$ cat src/rtl/id_ex_stage_pkg.sv
// Shared types and constants for the ID/EX stage: ALU operation classes,
// the packed EX control bundle and its bubble value.
package id_ex_stage_pkg;

  localparam int ALUOP_LEN      = 3;
  localparam int OP_LEN         = 7;
  localparam int REG_AW_DEFAULT = 5;

  typedef enum logic [ALUOP_LEN-1:0] {
    ALUOP_NO = 3'd0,
    ALUOP_R  = 3'd1,
    ALUOP_I  = 3'd2,
    ALUOP_LS = 3'd3,
    ALUOP_BR = 3'd4
  } alu_op_e;

  typedef struct packed {
    logic    reg_write;
    logic    memto_reg;
    logic    mem_read;
    logic    mem_write;
    alu_op_e alu_op;
    logic    alu_src;
  } ex_ctrl_t;

  localparam ex_ctrl_t CTRL_BUBBLE = '{
    reg_write: 1'b0,
    memto_reg: 1'b0,
    mem_read:  1'b0,
    mem_write: 1'b0,
    alu_op:    ALUOP_NO,
    alu_src:   1'b0
  };

endpackage

$ cat src/rtl/id_ex_stage_load_use_detect.sv
// Load-use hazard check: the load in EX writes a register that the
// instruction in ID reads. Writes to x0 are never a dependency.
module load_use_detect
  import id_ex_stage_pkg::*;
#(
  parameter int REG_AW = REG_AW_DEFAULT
) (
  input  logic              ex_mem_read_i,
  input  logic [REG_AW-1:0] ex_rd_i,
  input  logic [REG_AW-1:0] id_rs1_i,
  input  logic [REG_AW-1:0] id_rs2_i,
  output logic              hazard_o
);

  assign hazard_o = ex_mem_read_i && (ex_rd_i != '0) &&
                    ((ex_rd_i == id_rs1_i) || (ex_rd_i == id_rs2_i));

endmodule

$ cat src/rtl/id_ex_stage.sv
// ID/EX pipeline register: latches decoder outputs into EX, inserts one
// bubble per load-use hazard, freezes under a memory stall, counts bubbles.
module id_ex_stage
  import id_ex_stage_pkg::*;
#(
  parameter int DATA_W = 32,
  parameter int REG_AW = REG_AW_DEFAULT,
  parameter int CNT_W  = 16
) (
  input  logic                 clk_i,
  input  logic                 rst_i,
  input  logic                 MemStall_i,
  input  logic                 RegWrite_i,
  input  logic                 MemtoReg_i,
  input  logic                 MemRead_i,
  input  logic                 MemWrite_i,
  input  logic [ALUOP_LEN-1:0] ALUOp_i,
  input  logic                 ALUSrc_i,
  input  logic [REG_AW-1:0]    RS1_i,
  input  logic [REG_AW-1:0]    RS2_i,
  input  logic [REG_AW-1:0]    RD_i,
  input  logic [DATA_W-1:0]    RS1Data_i,
  input  logic [DATA_W-1:0]    RS2Data_i,
  input  logic [DATA_W-1:0]    Imm_i,
  input  logic [9:0]           Funct_i,
  output logic                 NoOp_o,
  output logic                 PCWrite_o,
  output logic                 IFIDStall_o,
  output logic                 EX_RegWrite_o,
  output logic                 EX_MemtoReg_o,
  output logic                 EX_MemRead_o,
  output logic                 EX_MemWrite_o,
  output logic [ALUOP_LEN-1:0] EX_ALUOp_o,
  output logic                 EX_ALUSrc_o,
  output logic [REG_AW-1:0]    EX_RS1_o,
  output logic [REG_AW-1:0]    EX_RS2_o,
  output logic [REG_AW-1:0]    EX_RD_o,
  output logic [DATA_W-1:0]    EX_RS1Data_o,
  output logic [DATA_W-1:0]    EX_RS2Data_o,
  output logic [DATA_W-1:0]    EX_Imm_o,
  output logic [9:0]           EX_Funct_o,
  output logic                 EX_Valid_o,
  output logic [CNT_W-1:0]     BubbleCnt_o
);

  ex_ctrl_t          ctrl_d, ctrl_q;
  logic [REG_AW-1:0] rs1_d, rs1_q, rs2_d, rs2_q, rd_d, rd_q;
  logic [DATA_W-1:0] rs1_data_d, rs1_data_q, rs2_data_d, rs2_data_q;
  logic [DATA_W-1:0] imm_d, imm_q;
  logic [9:0]        funct_d, funct_q;
  logic              valid_d, valid_q;
  logic [CNT_W-1:0]  cnt_d, cnt_q;
  logic              hazard;

  load_use_detect #(.REG_AW(REG_AW)) u_detect (
    .ex_mem_read_i (ctrl_q.mem_read),
    .ex_rd_i       (rd_q),
    .id_rs1_i      (RS1_i),
    .id_rs2_i      (RS2_i),
    .hazard_o      (hazard)
  );

  assign NoOp_o      = hazard;
  assign IFIDStall_o = hazard | MemStall_i;
  assign PCWrite_o   = ~(hazard | MemStall_i);

  always_comb begin
    // NOTE: every next-state signal defaults to its held value first, so
    // no path through the branches below can leave one unassigned (latch).
    ctrl_d     = ctrl_q;
    rs1_d      = rs1_q;
    rs2_d      = rs2_q;
    rd_d       = rd_q;
    rs1_data_d = rs1_data_q;
    rs2_data_d = rs2_data_q;
    imm_d      = imm_q;
    funct_d    = funct_q;
    valid_d    = valid_q;
    cnt_d      = cnt_q;

    if (!MemStall_i) begin
      if (hazard) begin
        // Bubble is built here rather than trusting the decoder's NoOp path.
        ctrl_d     = CTRL_BUBBLE;
        rs1_d      = '0;
        rs2_d      = '0;
        rd_d       = '0;
        rs1_data_d = '0;
        rs2_data_d = '0;
        imm_d      = '0;
        funct_d    = '0;
        valid_d    = 1'b0;
        if (cnt_q != {CNT_W{1'b1}}) cnt_d = cnt_q + 1'b1;
      end else begin
        ctrl_d = '{
          reg_write: RegWrite_i,
          memto_reg: MemtoReg_i,
          mem_read:  MemRead_i,
          mem_write: MemWrite_i,
          alu_op:    alu_op_e'(ALUOp_i),
          alu_src:   ALUSrc_i
        };
        rs1_d      = RS1_i;
        rs2_d      = RS2_i;
        rd_d       = RD_i;
        rs1_data_d = RS1Data_i;
        rs2_data_d = RS2Data_i;
        imm_d      = Imm_i;
        funct_d    = Funct_i;
        valid_d    = 1'b1;
      end
    end
  end

  // NOTE: state registers use non-blocking assignments so every register
  // samples the pre-edge values regardless of statement order.
  always_ff @(posedge clk_i) begin
    if (rst_i) begin
      ctrl_q     <= CTRL_BUBBLE;
      rs1_q      <= '0;
      rs2_q      <= '0;
      rd_q       <= '0;
      rs1_data_q <= '0;
      rs2_data_q <= '0;
      imm_q      <= '0;
      funct_q    <= '0;
      valid_q    <= 1'b0;
      cnt_q      <= '0;
    end else begin
      ctrl_q     <= ctrl_d;
      rs1_q      <= rs1_d;
      rs2_q      <= rs2_d;
      rd_q       <= rd_d;
      rs1_data_q <= rs1_data_d;
      rs2_data_q <= rs2_data_d;
      imm_q      <= imm_d;
      funct_q    <= funct_d;
      valid_q    <= valid_d;
      cnt_q      <= cnt_d;
    end
  end

  assign EX_RegWrite_o = ctrl_q.reg_write;
  assign EX_MemtoReg_o = ctrl_q.memto_reg;
  assign EX_MemRead_o  = ctrl_q.mem_read;
  assign EX_MemWrite_o = ctrl_q.mem_write;
  assign EX_ALUOp_o    = ctrl_q.alu_op;
  assign EX_ALUSrc_o   = ctrl_q.alu_src;
  assign EX_RS1_o      = rs1_q;
  assign EX_RS2_o      = rs2_q;
  assign EX_RD_o       = rd_q;
  assign EX_RS1Data_o  = rs1_data_q;
  assign EX_RS2Data_o  = rs2_data_q;
  assign EX_Imm_o      = imm_q;
  assign EX_Funct_o    = funct_q;
  assign EX_Valid_o    = valid_q;
  assign BubbleCnt_o   = cnt_q;

endmodule
$ cat config.mk
export PLATFORM = sky130hd
export DESIGN_NAME = id_ex_stage
export DESIGN_NICKNAME = d
export VERILOG_FILES = /design/src/rtl/id_ex_stage_pkg.sv /design/src/rtl/id_ex_stage_load_use_detect.sv /design/src/rtl/id_ex_stage.sv
export SDC_FILE = /design/constraint.sdc
export NUM_CORES = 1
export LEC_CHECK = 0
export CORE_MARGIN = 10
export CORE_UTILIZATION = 42
export CTS_BUF_LIST = sky130_fd_sc_hd__clkbuf_4 sky130_fd_sc_hd__clkbuf_8
export DETAILED_ROUTE_END_ITERATION = 10
export HOLD_SLACK_MARGIN = 0.08
export PLACE_DENSITY = 0.9
export SYNTH_ARGS = -nofsm -noshare
export SYNTH_HDL_FRONTEND = slang
export SYNTH_SLANG_ARGS = --single-unit
$ cat constraint.sdc
create_clock -name clk_i -period 2.3 [get_ports clk_i]
set_input_delay 0.345 -clock clk_i [delete_from_list [all_inputs] [get_ports clk_i]]
set_output_delay 0.345 -clock clk_i [all_outputs]
set_load 0.03 [all_outputs]
After elaboration in Yosys (flattened, before gate mapping)

Index checks and enable logic that the tools add are counted.

Bits in latches: 0
Bits in read-only memories: 0
Output and inout port bits: 149
Flip-flop bits (word level): 146
Bits in writable memories: 0
Word-level logic and storage cells: 36
Memories: 0

Multiplexer cells: 9
Reduce and logical (&&, ||, !) cells: 5
Bitwise logic cells: 3
Shifts and indexed selects: 0
Divide/modulo/power cells: 0
Add/sub/neg operators: 1
Multipliers: 0
Order comparisons: 0
Equality and inequality tests: 3

Operators by type and width:

| operator                                       | count |
|---|---|
| two-way mux 32 bit                             | 3 |
| adder 16 x 1 -> 16 bit (second input constant) | 1 |
| != test 16 bit (second input constant)         | 1 |
| two-way mux 5 bit                              | 3 |
| equality test 5 bit                            | 2 |
| two-way mux 10 bit                             | 1 |
| two-way mux 8 bit                              | 1 |
| nonzero test 5 bit                             | 1 |
| AND reduction 3 bit                            | 1 |
| logical AND 1 bit                              | 2 |
| NOT 1 bit                                      | 2 |
| logical OR 1 bit                               | 1 |
| two-way mux 1 bit                              | 1 |
| OR 1 bit                                       | 1 |

Depth between registers and ports, before layout

Gate-level depths: netlist (run 1).

Depth in word-level cells: 5
Gate-level depth with buffers: 8

Cells and area by module

A second synthesis (run 1) with hierarchy kept.

Cells, all modules: 549
Area, all modules: 5,251.3 µm²

By module, submodules not included:

| module          | area an instance (µm²) | cells each | seq. area each (µm²) | instances |
|---|---|---|---|---|
| id_ex_stage     | 5,126.2                | 532        | 2,922.8              | 1 |
| load_use_detect | 125.1                  | 17         | 0.0                  | 1 |

Least setup slack after synthesis (run 1)

OpenSTA, ideal clock, no wires.

Path type: reg2out
Start: register rd_q[0], in the netlist EX_RD_o[0]
End: output port PCWrite_o
Arrival: 2.478 ns
Path slack: -0.523 ns
Cell stages (with the launch flop): 8
Data required time: 1.955 ns
Buffers on the path: 2
Cell sequence: dfxtp_1 clkbuf_2 xor2_1 nor3_1 a22oi_1 clkbuf_1 o21ai_0 inv_1

Longest elaborated chain between the ends: 5
Elaborated cells on any way between the ends: 8

RTL lines:

| element                                                          | line                                                                 | source |
|---|---|---|
| from (decl)                                                      | id_ex_stage.sv:47                                                    | `logic [REG_AW-1:0] rs1_d, rs1_q, rs2_d, rs2_q, rd_d, rd_q;` |
| from (signal assigned)                                           | id_ex_stage.sv:133                                                   | `rd_q <= rd_d;` |
| equality test 5 bit / nonzero test 5 bit (equally long branches) | id_ex_stage_load_use_detect.sv:16, id_ex_stage_load_use_detect.sv:15 |  |
| logical OR 1 bit / logical AND 1 bit (equally long branches)     | id_ex_stage_load_use_detect.sv:16, id_ex_stage_load_use_detect.sv:15 |  |
| logical AND 1 bit (*)                                            | id_ex_stage_load_use_detect.sv:15                                    | `assign hazard_o = ex_mem_read_i && (ex_rd_i != '0) &&` |
| OR 1 bit (*)                                                     | n/a                                                                  |  |
| net IFIDStall_o                                                  | id_ex_stage.sv:28                                                    | `output logic IFIDStall_o,` |
| NOT 1 bit (*)                                                    | id_ex_stage.sv:65                                                    | `assign PCWrite_o = ~(hazard \| MemStall_i);` |
| to (decl)                                                        | id_ex_stage.sv:27                                                    | `output logic PCWrite_o,` |

The timed path passes the listed nets; every way through them passes the cells marked *.

Worst setup path in the final report (run 1)

Start: register rd_q[2], in the netlist EX_RD_o[2]
End: output port IFIDStall_o

Longest elaborated chain between the ends: 4
Elaborated cells on any way between the ends: 7

RTL lines:

| element                                                          | line                                                                 | source |
|---|---|---|
| equality test 5 bit / nonzero test 5 bit (equally long branches) | id_ex_stage_load_use_detect.sv:16, id_ex_stage_load_use_detect.sv:15 |  |
| logical OR 1 bit / logical AND 1 bit (equally long branches)     | id_ex_stage_load_use_detect.sv:16, id_ex_stage_load_use_detect.sv:15 |  |
| logical AND 1 bit (*)                                            | id_ex_stage_load_use_detect.sv:15                                    |  |
| OR 1 bit (*)                                                     | id_ex_stage.sv:64                                                    | `assign IFIDStall_o = hazard \| MemStall_i;` |
| to (decl)                                                        | id_ex_stage.sv:28                                                    |  |

Every way passes the cells marked *; elsewhere a longest branch is shown, timed or not.

==> run_summary.xml, run 1 <==
<?xml version="1.0" encoding="UTF-8"?>
<metrics>
  <group name="route">
    <metric name="drt_iter0_markers" unit="">380</metric>
    <metric name="post_detailed_routing_wire_length" unit="um">21500</metric>
    <metric name="antenna_left" unit="">0</metric>
    <metric name="via_count" unit="">6284</metric>
    <metric name="wl_per_cell" unit="um">18.6</metric>
    <metric name="drc_errors" unit="">0</metric>
    <metric name="route.detailed.vias_per_inst" unit="">5.44</metric>
    <metric name="drt-pass1-iter-count" unit="">5</metric>
  </group>
  <group name="synth">
    <metric name="warnings_synthesis" unit="">0</metric>
    <metric name="synth.yosys.seq_area_share" unit="%">48.9</metric>
    <metric name="post_synthesis_net_count" unit="">852</metric>
    <metric name="syn-instance-count" unit="">719</metric>
    <metric name="synth_seq_cells" unit="">146</metric>
    <metric name="yosysMostFrequentCell" unit="">sky130_fd_sc_hd__dfxtp_1</metric>
    <metric name="synth_area_leaders" unit="">sky130_fd_sc_hd__dfxtp_1 (49%), sky130_fd_sc_hd__o211ai_1 (11%), sky130_fd_sc_hd__nand2_1 (8.5%), sky130_fd_sc_hd__a21oi_1 (8.2%), sky130_fd_sc_hd__o22ai_1 (4.3%)</metric>
    <metric name="synthesis.area" unit="mm^2">0.00598</metric>
    <metric name="yosysUniqueCellTypes" unit="">35</metric>
    <metric name="synth_top_flop_cell" unit="">sky130_fd_sc_hd__dfxtp_1</metric>
    <metric name="yosys-top-cells-count" unit="">sky130_fd_sc_hd__dfxtp_1 (146), sky130_fd_sc_hd__nand2_1 (135), sky130_fd_sc_hd__a21oi_1 (98), sky130_fd_sc_hd__o211ai_1 (88), sky130_fd_sc_hd__clkbuf_1 (61)</metric>
    <metric name="yosys.area.top_type" unit="">sky130_fd_sc_hd__dfxtp_1</metric>
    <metric name="async_reset_ff_share" unit="%">0</metric>
    <metric name="avgSynthCellArea" unit="um^2">8.32</metric>
    <metric name="synth-edff-count" unit="">0</metric>
    <metric name="fraction_of_synthesized_cell_area_taken_by_the_top_area_cell_type" unit="%">48.9</metric>
  </group>
  <group name="die">
    <metric name="core_area" unit="mm^2">0.0139</metric>
    <metric name="ios" unit="">281</metric>
    <metric name="die_area" unit="mm^2">0.0194</metric>
    <metric name="fp-row-count" unit="">43</metric>
    <metric name="die-width" unit="um">139</metric>
    <metric name="die_y" unit="um">139</metric>
    <metric name="initial_utilization" unit="%">42.9</metric>
  </group>
  <group name="place">
    <metric name="post_dp_hpwl" unit="um">15000</metric>
    <metric name="count_of_input_and_output_buffers" unit="">280</metric>
    <metric name="gpl.final_weighted_congestion" unit="">0.832</metric>
    <metric name="place_worst_setup_slack" unit="ns">0.00249</metric>
  </group>
  <group name="clock_network">
    <metric name="clk-insertion-delay-late" unit="ns">0.44</metric>
    <metric name="cts_buffer_depth" unit="">2</metric>
    <metric name="clk_pin_slew_worst_paths" unit="ns">0.07</metric>
    <metric name="tritoncts" unit="">built</metric>
    <metric name="numCtsBuffers" unit="">17</metric>
    <metric name="h-tree-depth" unit="">4</metric>
    <metric name="numClockSinks" unit="">146</metric>
    <metric name="clock-root-buffer" unit="">sky130_fd_sc_hd__clkbuf_8</metric>
  </group>
  <group name="timing">
    <metric name="max_clock_freq" unit="MHz">444</metric>
    <metric name="worst_slew_margin_rel" unit="%">51.4</metric>
    <metric name="postLayoutSetupSlackWorst" unit="ns">0.0501</metric>
    <metric name="setup_viol" unit="">0</metric>
    <metric name="timing.final.crit_share" unit="%">97.8</metric>
    <metric name="worst_clock_skew_on_the_final_layout" unit="ns">0.0140</metric>
    <metric name="rsz0062_at_grt" unit="">true</metric>
    <metric name="final-hold-violation-count" unit="">0</metric>
    <metric name="period_needed" unit="ns">2.25</metric>
    <metric name="max_slew.worst_pin.slew" unit="ns">0.730</metric>
    <metric name="maxSlewViolCount" unit="">0</metric>
  </group>
  <group name="pwr">
    <metric name="powerDensity" unit="mW/mm^2">640</metric>
    <metric name="power.static_leakage" unit="nW">3.27</metric>
    <metric name="total_power" unit="mW">6.05</metric>
    <metric name="peak_supply_drop" unit="mV">0.428</metric>
  </group>
  <group name="global_routing">
    <metric name="grt_antenna_before_repair" unit="">0</metric>
    <metric name="track_usage" unit="%">20.7</metric>
    <metric name="global_route_wire_length_before_repair" unit="um">33600</metric>
    <metric name="grt_overflow" unit="">0</metric>
    <metric name="grt_pass1_vias" unit="">6141</metric>
    <metric name="grt_start_max_net_pins" unit="">155</metric>
  </group>
  <group name="hold_path">
    <metric name="timing.hold.worst.class" unit="">in2reg</metric>
  </group>
  <group name="setup_path">
    <metric name="cells_along_the_critical_path" unit="">or4_4 -&gt; o21ai_4 -&gt; buf_12 -&gt; o21ai_4 -&gt; buf_4</metric>
    <metric name="timing.critical_path.to_type" unit="">primary output</metric>
    <metric name="path_max_fanout" unit="">5</metric>
    <metric name="wp_data_arrival" unit="ns">1.90</metric>
    <metric name="crit_path_class" unit="">reg2out</metric>
    <metric name="critical-path-top-cell-by-count" unit="">sky130_fd_sc_hd__o21ai_4</metric>
    <metric name="required" unit="ns">1.96</metric>
    <metric name="slowest_delay" unit="ns">0.53</metric>
    <metric name="worstSetupStartpointType" unit="">flop</metric>
    <metric name="critical_path.slowest_cell" unit="">sky130_fd_sc_hd__or4_4</metric>
    <metric name="reg2reg_slack" unit="ns">0.20</metric>
  </group>
  <group name="final_layout">
    <metric name="final_layout_size_suffix_gt1_share" unit="%">8.09</metric>
    <metric name="antenna_diode_count" unit="">0</metric>
    <metric name="register_area" unit="mm^2">0.00293</metric>
    <metric name="fillerInstances" unit="">1117</metric>
    <metric name="final_net_count" unit="">1098</metric>
    <metric name="final_core_utilization" unit="%">67.8</metric>
    <metric name="areaGrowthSynthToFinish" unit="%">58.0</metric>
    <metric name="multi_input_comb_area" unit="mm^2">0.00276</metric>
  </group>
  <group name="run_status">
    <metric name="status" unit="">complete, no violations</metric>
  </group>
  <group name="run">
    <metric name="max_cap_viol_count" unit="">0</metric>
  </group>
</metrics>
sequential cells by signal, summed over array words and instances, names as in the netlist, 5 cells and up:
register      cells
EX_Imm_o         32
EX_RS2_o          5
BubbleCnt_o      16
EX_RD_o           5
EX_RS1Data_o     32
EX_RS2Data_o     32
EX_RS1_o          5
EX_Funct_o       10
worst paths after layout:
kind                                                    from                            to  cells past startpoint
worst max-delay path                 EX_RD_o[2]$_SDFFE_PP0N_                   IFIDStall_o                      5
worst min-delay path                              MemStall_i  BubbleCnt_o[15]$_SDFFE_PP0P_                      5
worst max register to register       EX_RD_o[2]$_SDFFE_PP0N_   BubbleCnt_o[8]$_SDFFE_PP0P_                      6
worst min register to register  EX_RS2Data_o[7]$_SDFFE_PP0N_  EX_RS2Data_o[7]$_SDFFE_PP0N_                      2
placed cells by master (no fill, tap or decap), types with 2 or more instances in the layout:
cell                              count
sky130_fd_sc_hd__a21oi_1             98
sky130_fd_sc_hd__buf_12               9
sky130_fd_sc_hd__buf_4               18
sky130_fd_sc_hd__bufinv_16            3
sky130_fd_sc_hd__clkbuf_8            19
sky130_fd_sc_hd__clkdlybuf4s50_1    275
sky130_fd_sc_hd__clkinv_2             3
sky130_fd_sc_hd__clkinvlp_4           4
sky130_fd_sc_hd__dfxtp_1            142
sky130_fd_sc_hd__dfxtp_2              3
sky130_fd_sc_hd__inv_1                2
sky130_fd_sc_hd__mux2_1               3
sky130_fd_sc_hd__mux2_2               5
sky130_fd_sc_hd__nand2_1            135
sky130_fd_sc_hd__nand3_1             47
sky130_fd_sc_hd__nand4_1              5
sky130_fd_sc_hd__nor2_1              13
sky130_fd_sc_hd__nor2b_1              8
sky130_fd_sc_hd__nor3_1               6
sky130_fd_sc_hd__nor4_1               3
sky130_fd_sc_hd__o211ai_1            88
sky130_fd_sc_hd__o21ai_0              4
sky130_fd_sc_hd__o21ai_4              2
sky130_fd_sc_hd__o22ai_1             41
sky130_fd_sc_hd__o31ai_1              4
sky130_fd_sc_hd__or3_1                3
sky130_fd_sc_hd__or4_1                4
sky130_fd_sc_hd__xor2_1              10
timing repair:
| action | CTS | global route |
|---|---|---|
| setup endpoints to repair | 3 | 4 |
| hold buffers | 0 | 0 |
| gates resized for setup | 7 | 3 |
| buffers inserted | 2 | 0 |
| cloned | 1 | 0 |
| pin swaps | 1 | 1 |
power breakdown:
group	leakage, nW	total [mW]	internal (mW)	switching, mW
combinational	1.87	1.24	0.572	0.667
clock	0.196	2.07	1.12	0.952
sequential	1.20	2.73	2.66	0.0740
worst max-delay path: cells and delay by family (launching register included):
| kind | cells | cell delay, ns |
|---|---|---|
| and+or+nand+nor | 1 | 0.53 |
| DFF | 1 | 0.37 |
| buffers and inverters | 2 | 0.33 |
| AOI/OAI and AO/OA | 2 | 0.23 |
kinds of logic (layout without fill, tap and decap cells):
kind of cell	Yosys count	in the layout	synth area share (%)
AO/OA/AOI/OAI	241	241	25.3
XOR/XNOR	10	10	1.46
adder cells (fa/ha/maj)	1	1	0.209
buffers and inverters	81	338	5.46
flip-flops	146	146	48.9
multiplexers	8	8	1.51
AND/OR/NAND/NOR	232	232	17.2
final cells by class:
type                       instances  share of cell area, %
timing repair buffer             304                   32.9
multi-input combinational        492                   29.2
clock inverter                    10                   1.43
tap                              180                   2.38
inverter                           4                  0.185
clock buffer                      20                   2.85
sequential                       146                   31.0
routing by layer:
metal	wire [um]	GRT usage [%]	part of all wire, %	vias to the layer above
met4	471	7.30	2.2	0
met1	8580	23.9	40	2966
met2	10700	34.8	50	217
met5	0	0	0	-
met3	1750	7.35	8.2	34
li1	-	-	-	3067
stage by stage:
step / hold WS (ns) / std cells / setup TNS, ns / instance area (um^2)
after floorplan: 0.518 / 719 / 0 / 5990
after global placement: 0.448 / 1123 / 0 / 8970
after detailed placement: 0.451 / 1123 / 0 / 8970
after CTS: 0.413 / 1156 / -0.0245 / 9440
after global routing: 0.437 / 1156 / -0.0451 / 9450
final: 0.457 / 1156 / 0 / 9450
(Power assumes the default switching activity.)
==> run 2, diff against run 1 <==
--- a/config.mk
+++ b/config.mk
@@ -9,7 +9,7 @@
 export CORE_UTILIZATION = 42
 export CTS_BUF_LIST = sky130_fd_sc_hd__clkbuf_4 sky130_fd_sc_hd__clkbuf_8
 export DETAILED_ROUTE_END_ITERATION = 10
-export HOLD_SLACK_MARGIN = 0.08
+export HOLD_SLACK_MARGIN = 0.03
 export PLACE_DENSITY = 0.9
 export SYNTH_ARGS = -nofsm -noshare
 export SYNTH_HDL_FRONTEND = slang
==> results of run 2 <==
Final layout, timing and power as in run 1 (identical DEF).
